`config.mk`:
```
export PLATFORM = sky130hd
export DESIGN_NAME = uart_tx_arbiter_flat
export DESIGN_NICKNAME = d
export VERILOG_FILES = /design/src/rtl/uart_tx_arbiter_pkg.sv /design/src/rtl/uart_tx_arbiter_if.sv /design/src/rtl/uart_tx_arbiter_rr_pick.sv /design/src/rtl/uart_tx_arbiter.sv /design/src/flat_wrapper.sv
export SDC_FILE = /design/constraint.sdc
export NUM_CORES = 1
export LEC_CHECK = 0
export CORE_MARGIN = 2
export CORE_UTILIZATION = 45
export DETAILED_ROUTE_END_ITERATION = 10
export GPL_TIMING_DRIVEN = 0
export PLACE_DENSITY = 0.83
export SLEW_MARGIN = 0
export SYNTH_ARGS = -nofsm -noshare
export SYNTH_HDL_FRONTEND = slang
export SYNTH_SLANG_ARGS = --single-unit
```
`constraint.sdc`:
```
create_clock -name clk -period 4.5 [get_ports clk]
set_input_delay 0.9 -clock clk [delete_from_list [all_inputs] [get_ports clk]]
set_output_delay 0.9 -clock clk [all_outputs]
set_load 0.1 [all_outputs]
```
`src/rtl/uart_tx_arbiter_pkg.sv`:
```
// Shared types and the round-robin winner function for the UART transmit arbiter.
// Imported by rr_pick and uart_tx_arbiter.
package uart_arb_pkg;

   localparam int MAX_REQ  = 8;
   localparam int ID_MAX_W = 3;

   typedef enum logic [2:0] {
      IDLE    = 3'd0,
      LOAD    = 3'd1,
      WAIT    = 3'd2,
      HOLD    = 3'd3,
      RELEASE = 3'd4
   } arb_state_t;

   // Searches upward from last+1, wrapping at num_req, and returns the first valid index.
   function automatic logic [ID_MAX_W-1:0] rr_winner(input logic [MAX_REQ-1:0]  valid,
                                                      input logic [ID_MAX_W-1:0] last,
                                                      input int                  num_req);
      logic [ID_MAX_W-1:0] win;
      logic                found;
      int                  idx;
      win   = '0;
      found = 1'b0;
      for (int i = 1; i <= MAX_REQ; i++) begin
         idx = (int'(last) + i) % num_req;
         if (i <= num_req && !found && valid[ID_MAX_W'(idx)]) begin
            win   = ID_MAX_W'(idx);
            found = 1'b1;
         end
      end
      return win;
   endfunction

endpackage

```
`src/rtl/uart_tx_arbiter_if.sv`:
```
// Requester and transmitter signals of the UART transmit arbiter.
// The slave modport is the arbiter's view; master is the surrounding environment.
interface uart_tx_arbiter_if #(
   parameter int NUM_REQ    = 4,
   parameter int DATA_WIDTH = 8
);
   localparam int IDW = $clog2(NUM_REQ);

   logic [NUM_REQ-1:0]            req_valid;
   logic [NUM_REQ*DATA_WIDTH-1:0] req_data;
   logic [NUM_REQ-1:0]            req_last;
   logic [NUM_REQ-1:0]            req_ready;
   logic                          tx_start;
   logic [DATA_WIDTH-1:0]         tx_data;
   logic                          tx_busy;
   logic                          tx_done;
   logic                          grant_valid;
   logic [IDW-1:0]                grant_id;

   modport slave (
      input  req_valid, req_data, req_last, tx_busy, tx_done,
      output req_ready, tx_start, tx_data, grant_valid, grant_id
   );

   modport master (
      output req_valid, req_data, req_last, tx_busy, tx_done,
      input  req_ready, tx_start, tx_data, grant_valid, grant_id
   );

endinterface

```
`src/rtl/uart_tx_arbiter_rr_pick.sv`:
```
// Combinational winner selection for the arbiter: round-robin from last_grant+1,
// or lowest-index-first when ARB_FIXED_PRIORITY_EN is defined.
module rr_pick
   import uart_arb_pkg::*;
#(
   parameter  int NUM_REQ = 4,
   localparam int IDW     = $clog2(NUM_REQ)
) (
   input  logic [NUM_REQ-1:0] req_valid,
   input  logic [IDW-1:0]     last_grant,
   output logic [IDW-1:0]     winner,
   output logic               any_valid
);

   assign any_valid = |req_valid;

`ifdef ARB_FIXED_PRIORITY_EN
   logic unused_last_grant;
   assign unused_last_grant = ^last_grant;

   always_comb begin
      winner = '0;
      for (int i = NUM_REQ - 1; i >= 0; i--) begin
         if (req_valid[i]) begin
            winner = IDW'(i);
         end
      end
   end
`else
   assign winner = IDW'(rr_winner(MAX_REQ'(req_valid), ID_MAX_W'(last_grant), NUM_REQ));
`endif

endmodule

```
`src/rtl/uart_tx_arbiter.sv`:
```
// Shares one UART transmitter among NUM_REQ byte-stream requesters, holding a grant
// for a packet up to MAX_BURST bytes. ARB_FIXED_PRIORITY_EN selects fixed priority.
module uart_tx_arbiter
   import uart_arb_pkg::*;
#(
   parameter int NUM_REQ      = 4,
   parameter int DATA_WIDTH   = 8,
   parameter int MAX_BURST    = 4,
   parameter int HOLD_TIMEOUT = 16
) (
   input logic               clk,
   input logic               rstn,
   uart_tx_arbiter_if.slave  bus
);

   localparam int IDW = $clog2(NUM_REQ);
   localparam int BW  = $clog2(MAX_BURST + 1);
   localparam int HW  = $clog2(HOLD_TIMEOUT + 1);

   arb_state_t            state, next_state;
   logic [IDW-1:0]        grant_id, last_grant, winner;
   logic                  grant_valid, any_valid;
   logic [BW-1:0]         burst_cnt;
   logic [HW-1:0]         hold_cnt;
   logic                  tx_start, last_q;
   logic [DATA_WIDTH-1:0] tx_data, sel_data;
   logic                  sel_valid, sel_last;
   logic                  transfer, done_ok, burst_end, hold_end;
   logic [NUM_REQ-1:0]    req_ready;

   rr_pick #(.NUM_REQ(NUM_REQ)) u_pick (
      .req_valid  (bus.req_valid),
      .last_grant (last_grant),
      .winner     (winner),
      .any_valid  (any_valid)
   );

   always_comb begin
      sel_valid = 1'b0;
      sel_last  = 1'b0;
      sel_data  = '0;
      for (int i = 0; i < NUM_REQ; i++) begin
         if (grant_id == IDW'(i)) begin
            sel_valid = bus.req_valid[i];
            sel_last  = bus.req_last[i];
            sel_data  = bus.req_data[i*DATA_WIDTH +: DATA_WIDTH];
         end
      end
   end

   // A done pulse coinciding with our own start pulse belongs to an older frame.
   assign transfer  = (state == LOAD) && !bus.tx_busy && sel_valid;
   assign done_ok   = (state == WAIT) && bus.tx_done && !tx_start;
   assign burst_end = (burst_cnt == BW'(MAX_BURST - 1));
   assign hold_end  = (hold_cnt == HW'(HOLD_TIMEOUT - 1));

   always_ff @(posedge clk or negedge rstn) begin
      if (!rstn) begin
         state <= IDLE;
      end else begin
         state <= next_state;
      end
   end

   always_comb begin
      next_state = state;
      case (state)
         IDLE:    if (any_valid) next_state = LOAD;
         LOAD:    if (!bus.tx_busy) next_state = sel_valid ? WAIT : RELEASE;
         WAIT:    if (done_ok) next_state = (last_q || burst_end) ? RELEASE : HOLD;
         HOLD: begin
            if (sel_valid) begin
               next_state = LOAD;
            end else if (hold_end) begin
               next_state = RELEASE;
            end
         end
         RELEASE: next_state = IDLE;
         default: next_state = IDLE;
      endcase
   end

   always_ff @(posedge clk or negedge rstn) begin
      if (!rstn) begin
         grant_id    <= '0;
         grant_valid <= 1'b0;
         last_grant  <= IDW'(NUM_REQ - 1);
         burst_cnt   <= '0;
         hold_cnt    <= '0;
         tx_start    <= 1'b0;
         tx_data     <= '0;
         last_q      <= 1'b0;
      end else begin
         tx_start <= 1'b0;
         case (state)
            IDLE: begin
               if (any_valid) begin
                  grant_id    <= winner;
                  grant_valid <= 1'b1;
                  burst_cnt   <= '0;
               end
            end
            LOAD: begin
               if (transfer) begin
                  tx_data  <= sel_data;
                  last_q   <= sel_last;
                  tx_start <= 1'b1;
               end
            end
            WAIT: begin
               if (done_ok && !(last_q || burst_end)) begin
                  burst_cnt <= burst_cnt + 1'b1;
                  hold_cnt  <= '0;
               end
            end
            HOLD: begin
               if (!sel_valid && !hold_end) begin
                  hold_cnt <= hold_cnt + 1'b1;
               end
            end
            RELEASE: begin
               last_grant  <= grant_id;
               grant_valid <= 1'b0;
            end
            default: ;
         endcase
      end
   end

   always_comb begin
      req_ready = '0;
      if (transfer) begin
         req_ready[grant_id] = 1'b1;
      end
   end

   assign bus.req_ready   = req_ready;
   assign bus.tx_start    = tx_start;
   assign bus.tx_data     = tx_data;
   assign bus.grant_valid = grant_valid;
   assign bus.grant_id    = grant_id;

endmodule

```
`src/flat_wrapper.sv`:
```
// flat-port wrapper written by rule: the top's interface ports become plain ports
module uart_tx_arbiter_flat import uart_arb_pkg::*;
#(
   parameter int NUM_REQ      = 4,
   parameter int DATA_WIDTH   = 8,
   parameter int MAX_BURST    = 4,
   parameter int HOLD_TIMEOUT = 16
)
  (clk, rstn, bus_req_valid, bus_req_data, bus_req_last, bus_tx_busy, bus_tx_done, bus_req_ready, bus_tx_start, bus_tx_data, bus_grant_valid, bus_grant_id);
  uart_tx_arbiter_if #(.NUM_REQ(NUM_REQ), .DATA_WIDTH(DATA_WIDTH)) bus_i ();
  input logic clk;
  input logic rstn;
  input wire logic [$bits(bus_i.req_valid)-1:0] bus_req_valid;
  input wire logic [$bits(bus_i.req_data)-1:0] bus_req_data;
  input wire logic [$bits(bus_i.req_last)-1:0] bus_req_last;
  input wire logic [$bits(bus_i.tx_busy)-1:0] bus_tx_busy;
  input wire logic [$bits(bus_i.tx_done)-1:0] bus_tx_done;
  output wire logic [$bits(bus_i.req_ready)-1:0] bus_req_ready;
  output wire logic [$bits(bus_i.tx_start)-1:0] bus_tx_start;
  output wire logic [$bits(bus_i.tx_data)-1:0] bus_tx_data;
  output wire logic [$bits(bus_i.grant_valid)-1:0] bus_grant_valid;
  output wire logic [$bits(bus_i.grant_id)-1:0] bus_grant_id;
  assign bus_i.req_valid = bus_req_valid;
  assign bus_i.req_data = bus_req_data;
  assign bus_i.req_last = bus_req_last;
  assign bus_i.tx_busy = bus_tx_busy;
  assign bus_i.tx_done = bus_tx_done;
  assign bus_req_ready = bus_i.req_ready;
  assign bus_tx_start = bus_i.tx_start;
  assign bus_tx_data = bus_i.tx_data;
  assign bus_grant_valid = bus_i.grant_valid;
  assign bus_grant_id = bus_i.grant_id;
  uart_tx_arbiter #(.NUM_REQ(NUM_REQ), .DATA_WIDTH(DATA_WIDTH), .MAX_BURST(MAX_BURST), .HOLD_TIMEOUT(HOLD_TIMEOUT)) u_core (.clk(clk), .rstn(rstn), .bus(bus_i));
endmodule
```
* Word-level counts from Yosys, hierarchy flattened
Index checks and enable logic that the tools add are counted.
Widths: inputs -> output; s select.
** Cells by class
- Reductions and logical operators :: 35
- Bitwise logic cells :: 4
- Add/subtract/negate cells :: 6
- Eq/ne operators :: 15
- $mul :: 0
- Shift operators :: 0
- Div/mod/pow operators :: 0
- Magnitude comparators :: 6
- Multiplexer cells :: 52
** Operator list (count)
- $mux 8 :: 4
- $mux 3 :: 9
- $mux 1 :: 23
- $lt 3x5->1 const B :: 4
- $bmux 1 s3 :: 4
- $pmux 3 s4 :: 1
- $logic_and 1x1->1 :: 10
- $mux 5 :: 2
- $pmux 5 s2 :: 1
- $eq 3x2->1 const B :: 3
- $logic_not 1->1 :: 8
- $mux 2 :: 4
- $reduce_or 2->1 :: 4
- $ne 2x1->1 const B :: 3
- $pmux 3 s2 :: 1
- $reduce_and 2->1 :: 3
- $reduce_and 3->1 :: 2
- $reduce_bool 2->1 :: 3
- $add 5x1->5 const B :: 1
- $eq 5x4->1 const B :: 1
- $add 2x1->2 const B :: 2
- $add 2x2->2 const B :: 2
- $and 1x1->1 const A :: 4
- $eq 2x2->1 const B :: 2
- 16 further kinds :: 17
** Word-level totals
- Output and inout port bits :: 16
- Latch bits :: 0
- Memories kept :: 0
- ROM bits :: 0
- Memory bits (writable) :: 0
- Register bits :: 26

* Longest topological paths before layout
- Depth after elaboration :: 16
- Gate-level depth with buffers :: 7
- Mapped depth without buffers :: 7

* Hierarchy
Synthesis repeated with hierarchy kept, for this count alone.
** Second synthesis, totals
- Cells, all modules :: 137
- Area, all modules :: 1576.5 sq um
** Modules (own cells, without submodules)
- uart_tx_arbiter :: cells each 123, sequential area each 653.1 sq um, instances 1, area an instance 1495.2 sq um
- rr_pick :: cells each 14, sequential area each 0.0 sq um, instances 1, area an instance 81.3 sq um

* Worst setup path after synthesis
Ideal clock, no wire load.
- Path type :: reg-to-output
- Start :: reg u_core.grant_id[1] (netlist: u_core.bus.grant_id[1])
- End :: out bus_req_ready[1]
- Required time :: 3600 ps
- Arrival :: 4100 ps
- Slack :: -500 ps
- Stages on the path, launching flop included :: 6
- Path through :: dfrtp_1 clkbuf_1 mux4_2 nand3_1 buf_4 nor3b_1
** Between the ends
- Cells in the longest elaborated chain, start to end :: 7
** Ends and longest elaborated chain
- start: declaration :: line uart_tx_arbiter.sv:21 : logic [IDW-1:0] grant_id, last_grant, winner;
- start signal: assignment :: line uart_tx_arbiter.sv:98 : grant_id <= winner;
- branches (longest 6 deep; another with $lt 2x3->1)
- $mux 4 (*) :: line uart_tx_arbiter.sv:132 : if (transfer) begin
- end: declaration :: line flat_wrapper.sv:18 : output wire logic [$bits(bus_i.req_ready)-1:0] bus_req_ready;
Mark *: on every way between the ends.

* Worst setup path in the final report
- Start :: in bus_req_valid[3]
- End :: out bus_req_ready[3]
** Between the ends
- Cells in the longest elaborated chain, start to end :: 3
** Ends and longest elaborated chain
- start: declaration :: line flat_wrapper.sv:13 : input wire logic [$bits(bus_i.req_valid)-1:0] bus_req_valid;
- $mux 1 :: line uart_tx_arbiter.sv:43 : if (grant_id == IDW'(i)) begin
- $logic_and 1x1->1 :: line uart_tx_arbiter.sv:52 : assign transfer = (state == LOAD) && !bus.tx_busy && sel_valid;
- $mux 4 :: line uart_tx_arbiter.sv:132
Every way passes these cells.

==> metrics.log <==
INFO  metric critPathArrivalTime = ~3.4 ns
INFO  metric cts-root-to-sink-buffers = 2
INFO  metric synth_top_cell_by_area = dfrtp_1
INFO  metric powerDensity = about 700 nW/um^2
INFO  metric clock.fmax = 232.7 MHz
INFO  metric die_height = roughly 64 um
INFO  metric top_level_ports = 60
INFO  metric clock_network_latency_to_the_later_pin_of_the_worst_skew_pair = around 0.33 ns
INFO  metric detail_route.first_pass.iterations = 4
INFO  metric clock-skew-final = roughly 0.0085 ns
INFO  metric num-nets-final = between 200 and 250
INFO  metric hpwl_reported_at_the_end_of_detailed_placement = between 3000 and 4000 um
INFO  metric clock-root-buffer = clkbuf_4
INFO  metric tritoncts_num_sinks = 26
INFO  metric syn-cell-area = 1595 um^2
INFO  metric routed_wl = a little under 4000 um
INFO  metric cp_slowest_cell = dlygate4sd2_1
INFO  metric final_min_period_over_clock_period = 95.51%
INFO  metric synth.ff_latch_count = 26
INFO  metric cell_chain_critical_path = clkdlybuf4s50_1 > mux4_2 > nand3_1 > buf_4 > inv_1 > and3_1 > dlygate4sd2_1
INFO  metric vias = ~1400
INFO  metric detailedRoute.firstIterationViolations = 71
INFO  metric post_synth_inst_count = ~140
INFO  metric viasPerCell = 5.650
INFO  metric hold-path-cell-count = 2
INFO  metric max_cap_violations = 0
INFO  metric run_status = complete, no violations
INFO  metric slew_headroom = 21.89%
INFO  metric initial_core_utilization = a little under half
INFO  metric timing.critical_path.to_type = output port
INFO  metric layout_common_cells = clkdlybuf4s50_1, dfrtp_1, mux2_2, nand2_1, mux4_2
INFO  metric path_buf_inv = 4
INFO  metric final_antenna_net_count = 0
INFO  metric yosysUniqueCellTypes = 42
INFO  metric hold_class = register to register
INFO  metric holdWs = around 0.52 ns
INFO  metric critical_path.max_stage_delay = around 0.85 ns
INFO  metric rr_worst_depth = 6
INFO  metric clk_pin_slew = around 0.15 ns
INFO  metric worst-endpoint-required = between 3 and 4 ns
INFO  metric grt_remaining_overflow = 0
INFO  metric timing.final.setup_violations = 0
INFO  metric cts.htree.levels = 1
INFO  metric synth_top_flop_cell = dfrtp_1
INFO  metric share_of_final_layout_standard_cells_stronger_than_drive_strength_1 = between 15 and 20%
INFO  metric critical_path_class = input port to output port
INFO  metric p_leak = approximately 0.96 nW
INFO  metric cts_hold_buf = 0
INFO  metric syn_to_final_growth = 44.55%
INFO  metric cts_inserted_buffers = 3
INFO  metric rows = 21
INFO  metric final-max-slew-violation-count = 0
INFO  metric setup_tns = 0 ns
INFO  metric period_minus_slack = 4.298 ns
INFO  metric fp.dieW = roughly 64 um
INFO  metric grt_max_degree = 27
INFO  metric cp_max_fo = 10
INFO  metric synth_sequential_area_ratio = around 41%
INFO  metric cts_tree = built
INFO  metric gp_congestion = approximately 0.9
INFO  metric worstSetupPathDepth = 7
INFO  metric worst-slew-pin-transition = between 1 and 1.5 ns
INFO  metric floorplan.die_area = roughly 4000 um^2
INFO  metric synth_async_sr_flop_share = between 90% and 100%
INFO  metric std_cell_core_area = ~3400 um^2
INFO  metric syn_area_per_cell = 11.64 um^2
INFO  metric antenna_cells_inserted = 0
INFO  metric synth_enable_flop_cells = 0
INFO  metric final_hold_viol_count = 0
INFO  metric wire_per_inst = 15.84 um
INFO  metric grt_pass1_wl = approximately 6500 um
INFO  metric remaining_drc_errors = 0
INFO  metric yosysWarnings = 0
INFO  metric number_of_antenna_violations_at_the_first_check_in_global_routing = 0
INFO  metric max-vdd-ir-drop = about 0.0005 V
INFO  metric rsz0062_at_grt = no
INFO  metric cts.repair_timing.setup_buffer_count = 0
INFO  metric post-synth-top-area-fraction = between 30% and 40%
INFO  metric path_delay_family = buffers and inverters
INFO  metric worstSetupStartpointType = input port
INFO  metric synth_top_cells_by_area = dfrtp_1, mux4_2, mux2_2
INFO  metric layout_commonest_cell = clkdlybuf4s50_1
INFO  metric combined_global_route_utilization_of_all_metal_layers = 20.69%
INFO  metric buffer_ports.inserted = 59
INFO  metric first_global_vias = 1446
INFO  metric synth_nets = ~190
stage by stage:
stage	cell area, um^2	worst slack [ns]	total power (W)	utilization, %	instances
finish	2306	0.2019	0.001625	68.56	246
global route	2306	0.06822	0.001714	68.56	246
CTS	2306	0.2018	0.001631	68.56	246
detailed placement	2258	-0.07889	0.001470	67.15	242
global placement	2258	-0.04151	0.001438	67.15	242
floorplan	1610	0.4813	0.001208	-	137
cells by family (layout without fill, tap and decap cells):
kind of cell | after synthesis | count (layout) | share of synthesized area, %
multiplexers | 22 | 22 | 22.98
adder cells (fa/ha/maj) | 4 | 4 | 3.137
AO/OA/AOI/OAI | 26 | 26 | 11.92
AND/OR/NAND/NOR | 48 | 48 | 17.73
buffers and inverters | 11 | 74 | 3.294
flip-flops | 26 | 26 | 40.94
power breakdown:
| group | switching, W | total [W] | internal (W) |
|---|---|---|---|
| clock | 0.0000769 | 0.000167 | 0.0000902 |
| combinational | 0.000663 | 0.00103 | 0.000364 |
| sequential | 0.0000943 | 0.000432 | 0.000337 |
| total | 0.000834 | 0.00163 | 0.000791 |
layout make-up:
class                   count  area, um^2
fillers                   284        1057
clock inverters             1       30.03
multi-input cells         100       904.6
well taps                  46       57.56
clock buffers               3       22.52
flip-flops and latches     26       653.1
repair buffers             59       585.6
plain buffers               6       33.78
inverters                   5       18.77
per-layer routing:
layer | GRT usage, % | vias up | wire length (um)
li1 | - | 656 | -
met1 | 24.30 | 666 | 1501
met2 | 36.84 | 64 | 2033
met3 | 6.607 | 4 | 322
met4 | 4.348 | 0 | 39
met5 | 0 | - | 0
Yosys cell counts, types with 2 or more instances:
| cell | count |
|---|---|
| o2bb2ai_1 | 2 |
| inv_1 | 5 |
| mux2_2 | 11 |
| mux4_1 | 2 |
| nor2b_1 | 4 |
| nand3_1 | 6 |
| o22ai_1 | 2 |
| or4_1 | 2 |
| a21o_1 | 2 |
| and3_1 | 2 |
| nand2_1 | 11 |
| dfrtp_1 | 24 |
| nor2_1 | 7 |
| dfstp_2 | 2 |
| a21oi_1 | 4 |
| nor3b_1 | 2 |
| mux4_2 | 8 |
| ha_1 | 4 |
| nand2b_1 | 4 |
| o21ai_0 | 5 |
| clkbuf_1 | 3 |
| a22o_1 | 5 |
registers in the layout (all words and copies together), names as in the netlist:
name and cells:
u_core.burst_cnt 3, u_core.last_q 1, u_core.state 3, u_core.bus.grant_id 2
u_core.bus.grant_valid 1, u_core.bus.tx_start 1, u_core.last_grant 2, u_core.hold_cnt 5
u_core.bus.tx_data 8
worst paths after layout:
| path | from | to | slack [ns] |
|---|---|---|---|
| setup reg to reg | u_core.burst_cnt[0] | u_core.hold_cnt[3] | 2.23 |
| setup / recovery | bus_req_valid[3] | bus_req_ready[3] | 0.20 |
| hold reg to reg | u_core.bus.grant_valid | u_core.bus.grant_valid | 0.52 |
| min in group asynchronous | rstn | u_core.state[0] | 1.16 |
| hold / removal | u_core.bus.grant_valid | u_core.bus.grant_valid | 0.52 |
| max in group asynchronous | rstn | u_core.bus.tx_data[5] | 2.64 |
worst register-to-register path, cell delays in order (launching register included):
cell and delay (ns):
dfrtp_1 0.44, ha_1 0.22, ha_1 0.23, or4b_4 0.57
o22a_1 0.22, or4_1 0.46, nand3_1 0.09
repair_timing:
action	in CTS	in global routing
hold endpoints to repair	0	0
resized for setup	4	0
setup endpoints to repair	4	0
(Power assumes the default switching activity.)
